==> src/rtl/ram_burst_reader.sv <==
// Burst reader for a single-port synchronous RAM: host writes while idle, then streams a
// contiguous burst of words out through a 2-entry skid FIFO with valid/ready handshake.
module ram_burst_reader #(
   parameter int unsigned ADDR_WIDTH = 12,
   parameter int unsigned DATA_WIDTH = 8
) (
   input  logic                  clk,
   input  logic                  rst,
   input  logic                  start,
   input  logic [ADDR_WIDTH-1:0] base_addr,
   input  logic [ADDR_WIDTH:0]   burst_len,
   input  logic                  abort,
   output logic                  busy,
   output logic                  done,
   input  logic                  wr_en,
   input  logic [ADDR_WIDTH-1:0] wr_addr,
   input  logic [DATA_WIDTH-1:0] wr_data,
   output logic                  wr_ready,
   output logic                  ram_we,
   output logic [ADDR_WIDTH-1:0] ram_addr,
   output logic [DATA_WIDTH-1:0] ram_din,
   input  logic [DATA_WIDTH-1:0] ram_dout,
   output logic [DATA_WIDTH-1:0] m_data,
   output logic                  m_valid,
   output logic                  m_last,
   input  logic                  m_ready
);

   typedef enum logic [1:0] {StIdle, StRun, StDrain} state_e;

   localparam logic [ADDR_WIDTH:0] LenOne = {{ADDR_WIDTH{1'b0}}, 1'b1};

   state_e                state_q, state_d;
   logic [ADDR_WIDTH-1:0] rd_ptr_q, rd_ptr_d;
   logic [ADDR_WIDTH:0]   issue_left_q, issue_left_d;
   logic [ADDR_WIDTH:0]   beat_left_q, beat_left_d;
   logic                  inflight_q, inflight_d;
   logic [1:0]            count_q, count_d;
   logic                  wr_idx_q, rd_idx_q;
   logic                  done_q, done_d;
   logic [DATA_WIDTH-1:0] fifo_q [2];

   logic idle, pop, issue, flush, fifo_we;
   logic [2:0] committed;

   assign idle  = (state_q == StIdle);
   assign pop   = m_valid && m_ready;
   assign flush = abort && !idle;
   // Occupancy after this cycle's pop plus the word already on its way from the RAM.
   assign committed = {1'b0, count_q} - {2'b00, pop} + {2'b00, inflight_q};
   assign issue     = (state_q == StRun) && (committed < 3'd2);
   assign fifo_we   = inflight_q && !flush;

   always_comb begin
      state_d      = state_q;
      rd_ptr_d     = rd_ptr_q;
      issue_left_d = issue_left_q;
      beat_left_d  = beat_left_q;
      done_d       = 1'b0;
      inflight_d   = issue;
      count_d      = count_q + {1'b0, inflight_q} - {1'b0, pop};
      if (pop) begin
         beat_left_d = beat_left_q - LenOne;
      end
      unique case (state_q)
         StIdle: begin
            if (start) begin
               if (burst_len == '0) begin
                  done_d = 1'b1;
               end else begin
                  state_d      = StRun;
                  rd_ptr_d     = base_addr;
                  issue_left_d = burst_len;
                  beat_left_d  = burst_len;
               end
            end
         end
         StRun: begin
            if (issue) begin
               rd_ptr_d     = rd_ptr_q + 1'b1;
               issue_left_d = issue_left_q - LenOne;
               if (issue_left_q == LenOne) begin
                  state_d = StDrain;
               end
            end
         end
         StDrain: begin
            if (pop && m_last) begin
               state_d = StIdle;
               done_d  = 1'b1;
            end
         end
         default: state_d = StIdle;
      endcase
      if (flush) begin
         state_d    = StIdle;
         inflight_d = 1'b0;
         count_d    = 2'd0;
         done_d     = 1'b0;
      end
   end

   always_ff @(posedge clk) begin
      if (rst) begin
         state_q      <= StIdle;
         rd_ptr_q     <= '0;
         issue_left_q <= '0;
         beat_left_q  <= '0;
         inflight_q   <= 1'b0;
         count_q      <= 2'd0;
         wr_idx_q     <= 1'b0;
         rd_idx_q     <= 1'b0;
         done_q       <= 1'b0;
         fifo_q[0]    <= '0;
         fifo_q[1]    <= '0;
      end else begin
         state_q      <= state_d;
         rd_ptr_q     <= rd_ptr_d;
         issue_left_q <= issue_left_d;
         beat_left_q  <= beat_left_d;
         inflight_q   <= inflight_d;
         count_q      <= count_d;
         done_q       <= done_d;
         if (fifo_we) begin
            fifo_q[wr_idx_q] <= ram_dout;
         end
         if (flush) begin
            wr_idx_q <= 1'b0;
            rd_idx_q <= 1'b0;
         end else begin
            if (fifo_we) wr_idx_q <= ~wr_idx_q;
            if (pop)     rd_idx_q <= ~rd_idx_q;
         end
      end
   end

   assign busy     = !idle;
   assign wr_ready = idle;
   assign done     = done_q;
   assign ram_we   = idle && wr_en && !rst;
   assign ram_addr = idle ? wr_addr : rd_ptr_q;
   assign ram_din  = wr_data;
   assign m_valid  = (count_q != 2'd0);
   assign m_data   = fifo_q[rd_idx_q];
   assign m_last   = m_valid && (beat_left_q == LenOne);

endmodule

==> config.mk <==
export PLATFORM = sky130hd
export DESIGN_NAME = ram_burst_reader
export DESIGN_NICKNAME = d
export VERILOG_FILES = /design/src/rtl/ram_burst_reader.sv
export SDC_FILE = /design/constraint.sdc
export NUM_CORES = 1
export LEC_CHECK = 0
export CAP_MARGIN = 20
export CELL_PAD_IN_SITES_DETAIL_PLACEMENT = 1
export CELL_PAD_IN_SITES_GLOBAL_PLACEMENT = 1
export CORE_MARGIN = 2
export CORE_UTILIZATION = 38
export CTS_BUF_LIST = sky130_fd_sc_hd__clkbuf_8
export DETAILED_ROUTE_END_ITERATION = 8
export PLACE_DENSITY_LB_ADDON = 0.3
export SLEW_MARGIN = 5
export SYNTH_ARGS = -nofsm -noshare
export SYNTH_HDL_FRONTEND = slang
export SYNTH_SLANG_ARGS = --single-unit
==> constraint.sdc <==
create_clock -name clk -period 5.1 [get_ports clk]
set_input_delay 0.765 -clock clk [delete_from_list [all_inputs] [get_ports clk]]
set_output_delay 0.765 -clock clk [all_outputs]
set_load 0.1 [all_outputs]
==> impl_results.md <==
* Register area share after synthesis at 0.3901
* Critical Path Slowest Stage Cell: clkdlybuf4s50_1
* CP Capture Type: output port
* Die width at 101.9 µm
* R2r setup slk at 2290 ps
* Worst-Margin Slew at 985.2 ps
* Asr flop ratio synth at 0
* Core ar. at 9284 µm²
* CP Launch Type: flip-flop
* Syn. warnings at 0
* Post-DRT Antenna Nets at 0
* # hold bufs at CTS at 0
* Area growth, synth to finish at 27.09%
* #FFs+latches synth at 63
* Maxcap violations at 0
* CP max FO at 4
* Post-synth EDFFs at 16
* DRC viols at 0
* Post-CTS setup buffer count at 0
* Worst EP arrival at 2980 ps
* # IOs at 93
* Number of gates resized after cts at 0
* Number of global-route vias before repair at 3,463
* Min Clock Period, post-route at 3741 ps
* Max IR drop VDD at 150.1 µV
* Worst Path Required at 4340 ps
* Synthesized net count at 509
* Most used flip-flop cell after synthesis: dfxtp_1
* First-pass GRT wire length at 17.05 mm
* Vias per inst at 5.388
* CP peak stage delay at 1130 ps
* Diodes inserted at 0
* Most frequent cells in the layout: nand2_1 (80), clkdlybuf4s50_1 (75), dfxtp_1 (47), nor2_1 (40), a21oi_1 (38)
* Layout cell share with drive strength beyond 1 at 0.1065
* Crit path max-delay family: simple AND/OR/NAND/NOR gates
* Full die area at 10,390 µm²
* Kind of critical path: flip-flop to output port
* Clk root buf: clkbuf_8
* Later-pin clock latency in the skew report at 350 ps
* DR iter-0 viols at 107
* Final setup viols at 0
* Drt wl/cell at 16.25 µm
* Synth top area share at 0.2582
* Die Y at 101.9 µm
* Reg clk slew, reported paths at 80 ps
* Antenna violations before repair at 0
* GRT overflow at 0
* Final hold vios at 0
* Post-synthesis cell count at 443
* Post-layout nets at 568
* Clock tree buffer depth at 2
* Relative slew slack at 0.3411
* Clk sink count at 63
* Setup Skew at 13.91 ps
* Outcome: completed
* Routability cong. at 0.8133
* PwrDens at 343.7 nW/µm²
* Top post-synthesis cells by area: dfxtp_1 (26%), edfxtp_1 (13%), nand2_1 (8.2%), a21oi_1 (5.2%), nor2_1 (4.1%)
* I/O Buffers at 76
* Slew Viols, Final at 0
* Pre-antenna DRT Iters at 4
* RSZ-0062 raised after global routing: false
* Hold Crit Class: flip-flop to flip-flop
* Mapped Avg Cell Area at 8.225 µm²
* Effective utilization at floorplan at 0.3925
* Pin count of the biggest net entering global routing at 49
* Peak Freq at 267.3 MHz
* CP Buf/Inv Count at 1
* Num CTS Buffers at 9
* Syn Std Cell Area at 3643 µm²
* Leak Pwr at 1.735 nW
* Total Power at 1.592 mW
* Via count at 3,427
* Yosys top cell by area: dfxtp_1
* GRT Total Usage at 0.2093
* Row cnt at 35
* Setup_tns at 0 ps
* Cell variety after synth at 61
* Fin crit share at 0.7334
* Final WL at 10.34 mm
* CTS H-tree depth at 3
* Cell Chain, Critical Path: or4_4 -> nor4b_4 -> and4_2 -> clkdlybuf4s50_1
* CTS tree: built
* Post-DP HPWL at 7.458 mm
* Most common cell after layout, fill and taps aside: nand2_1
## routing by layer
metal | up-vias | global-route usage | wire [µm]
li1 | 1685 | - | -
met5 | - | 0 | 0
met1 | 1648 | 0.2676 | 4893
met3 | 18 | 0.03283 | 376
met2 | 76 | 0.3532 | 4879
met4 | 0 | 0.08615 | 187
## cell families (layout without fill, tap and decap cells)
| logic type | after synthesis | in the layout | synth area share |
|---|---|---|---|
| and+or+nand+nor | 206 | 206 | 0.2799 |
| AOI/OAI and AO/OA | 102 | 102 | 0.1848 |
| DFF | 63 | 63 | 0.3901 |
| buffers and inverters | 41 | 105 | 0.05322 |
| xor gates and xnor gates | 13 | 13 | 0.03125 |
| muxes | 11 | 11 | 0.03468 |
| adders and majority gates | 7 | 7 | 0.02610 |
## cell usage after synthesis (all sizes together) (2+ instances only)
library cell / number
mux2: 10
nand3: 9
or3: 3
a31o: 5
ha: 6
a21boi: 2
nand2b: 2
a211oi: 11
nand2: 80
dfxtp: 47
a32o: 2
or4: 4
nor2b: 3
o21ai: 22
and2: 19
nand4: 3
a311oi: 3
inv: 10
buf: 14
o32ai: 7
nor3b: 3
a21oi: 38
nor4: 5
o41ai: 2
o31ai: 2
or2: 5
and4: 2
xor2: 5
nor3: 21
edfxtp: 16
and3: 4
o211ai: 2
nor2: 40
xnor2: 8
clkbuf: 17
## layout make-up
cell class,count,area (µm²)
Clock buffer,9,123.9
Clock inverter,7,77.57
Fill cell,1120,4653
Inverter,10,37.54
Multi-Input combinational cell,339,2028
Sequential cell,63,1421
Tap cell,129,161.4
Timing Repair Buffer,79,780.7
## registers in the layout, summed over array words and instances, names as in the netlist, named ones only
name	cells
inflight_q	1
fifo_q	16
rd_idx_q	1
beat_left_q	13
wr_idx_q	1
issue_left_q	13
state_q	2
count_q	2
done	1
rd_ptr_q	12
## final timing paths
path | startpoint | to | cells past startpoint
worst max-delay path | beat_left_q[7] | m_last | 4
worst min-delay path | rd_ptr_q[11] | rd_ptr_q[11] | 2
worst max register to register | count_q[0] | rd_ptr_q[2] | 10
worst min register to register | rd_ptr_q[11] | rd_ptr_q[11] | 2
## power by group
| part | internal, mW | switching (mW) | total (mW) |
|---|---|---|---|
| sequential | 0.559 | 0.0495 | 0.608 |
| combinational | 0.178 | 0.350 | 0.527 |
| clock | 0.231 | 0.225 | 0.456 |
## metrics by stage
step           area [µm²]  setup WS, ps  instances  hold slack (ps)  utilization
5_1_grt              4631          1291        636            528.2       0.4988
3_3_place_gp         4429          1559        620            466.1       0.4771
4_1_cts              4631          1337        636            488.8       0.4988
6_report             4631          1359        636            486.4       0.4988
3_5_place_dp         4429          1408        620            476.2       0.4771
2_1_floorplan        3643          1737        443            447.4            -
## tightest hold or removal path: stages, from the launching register on
cell	delay, ps
dfxtp_1	330
nand2_1	60
o32ai_1	50
Note: power is estimated with default switching activity, not from simulation.
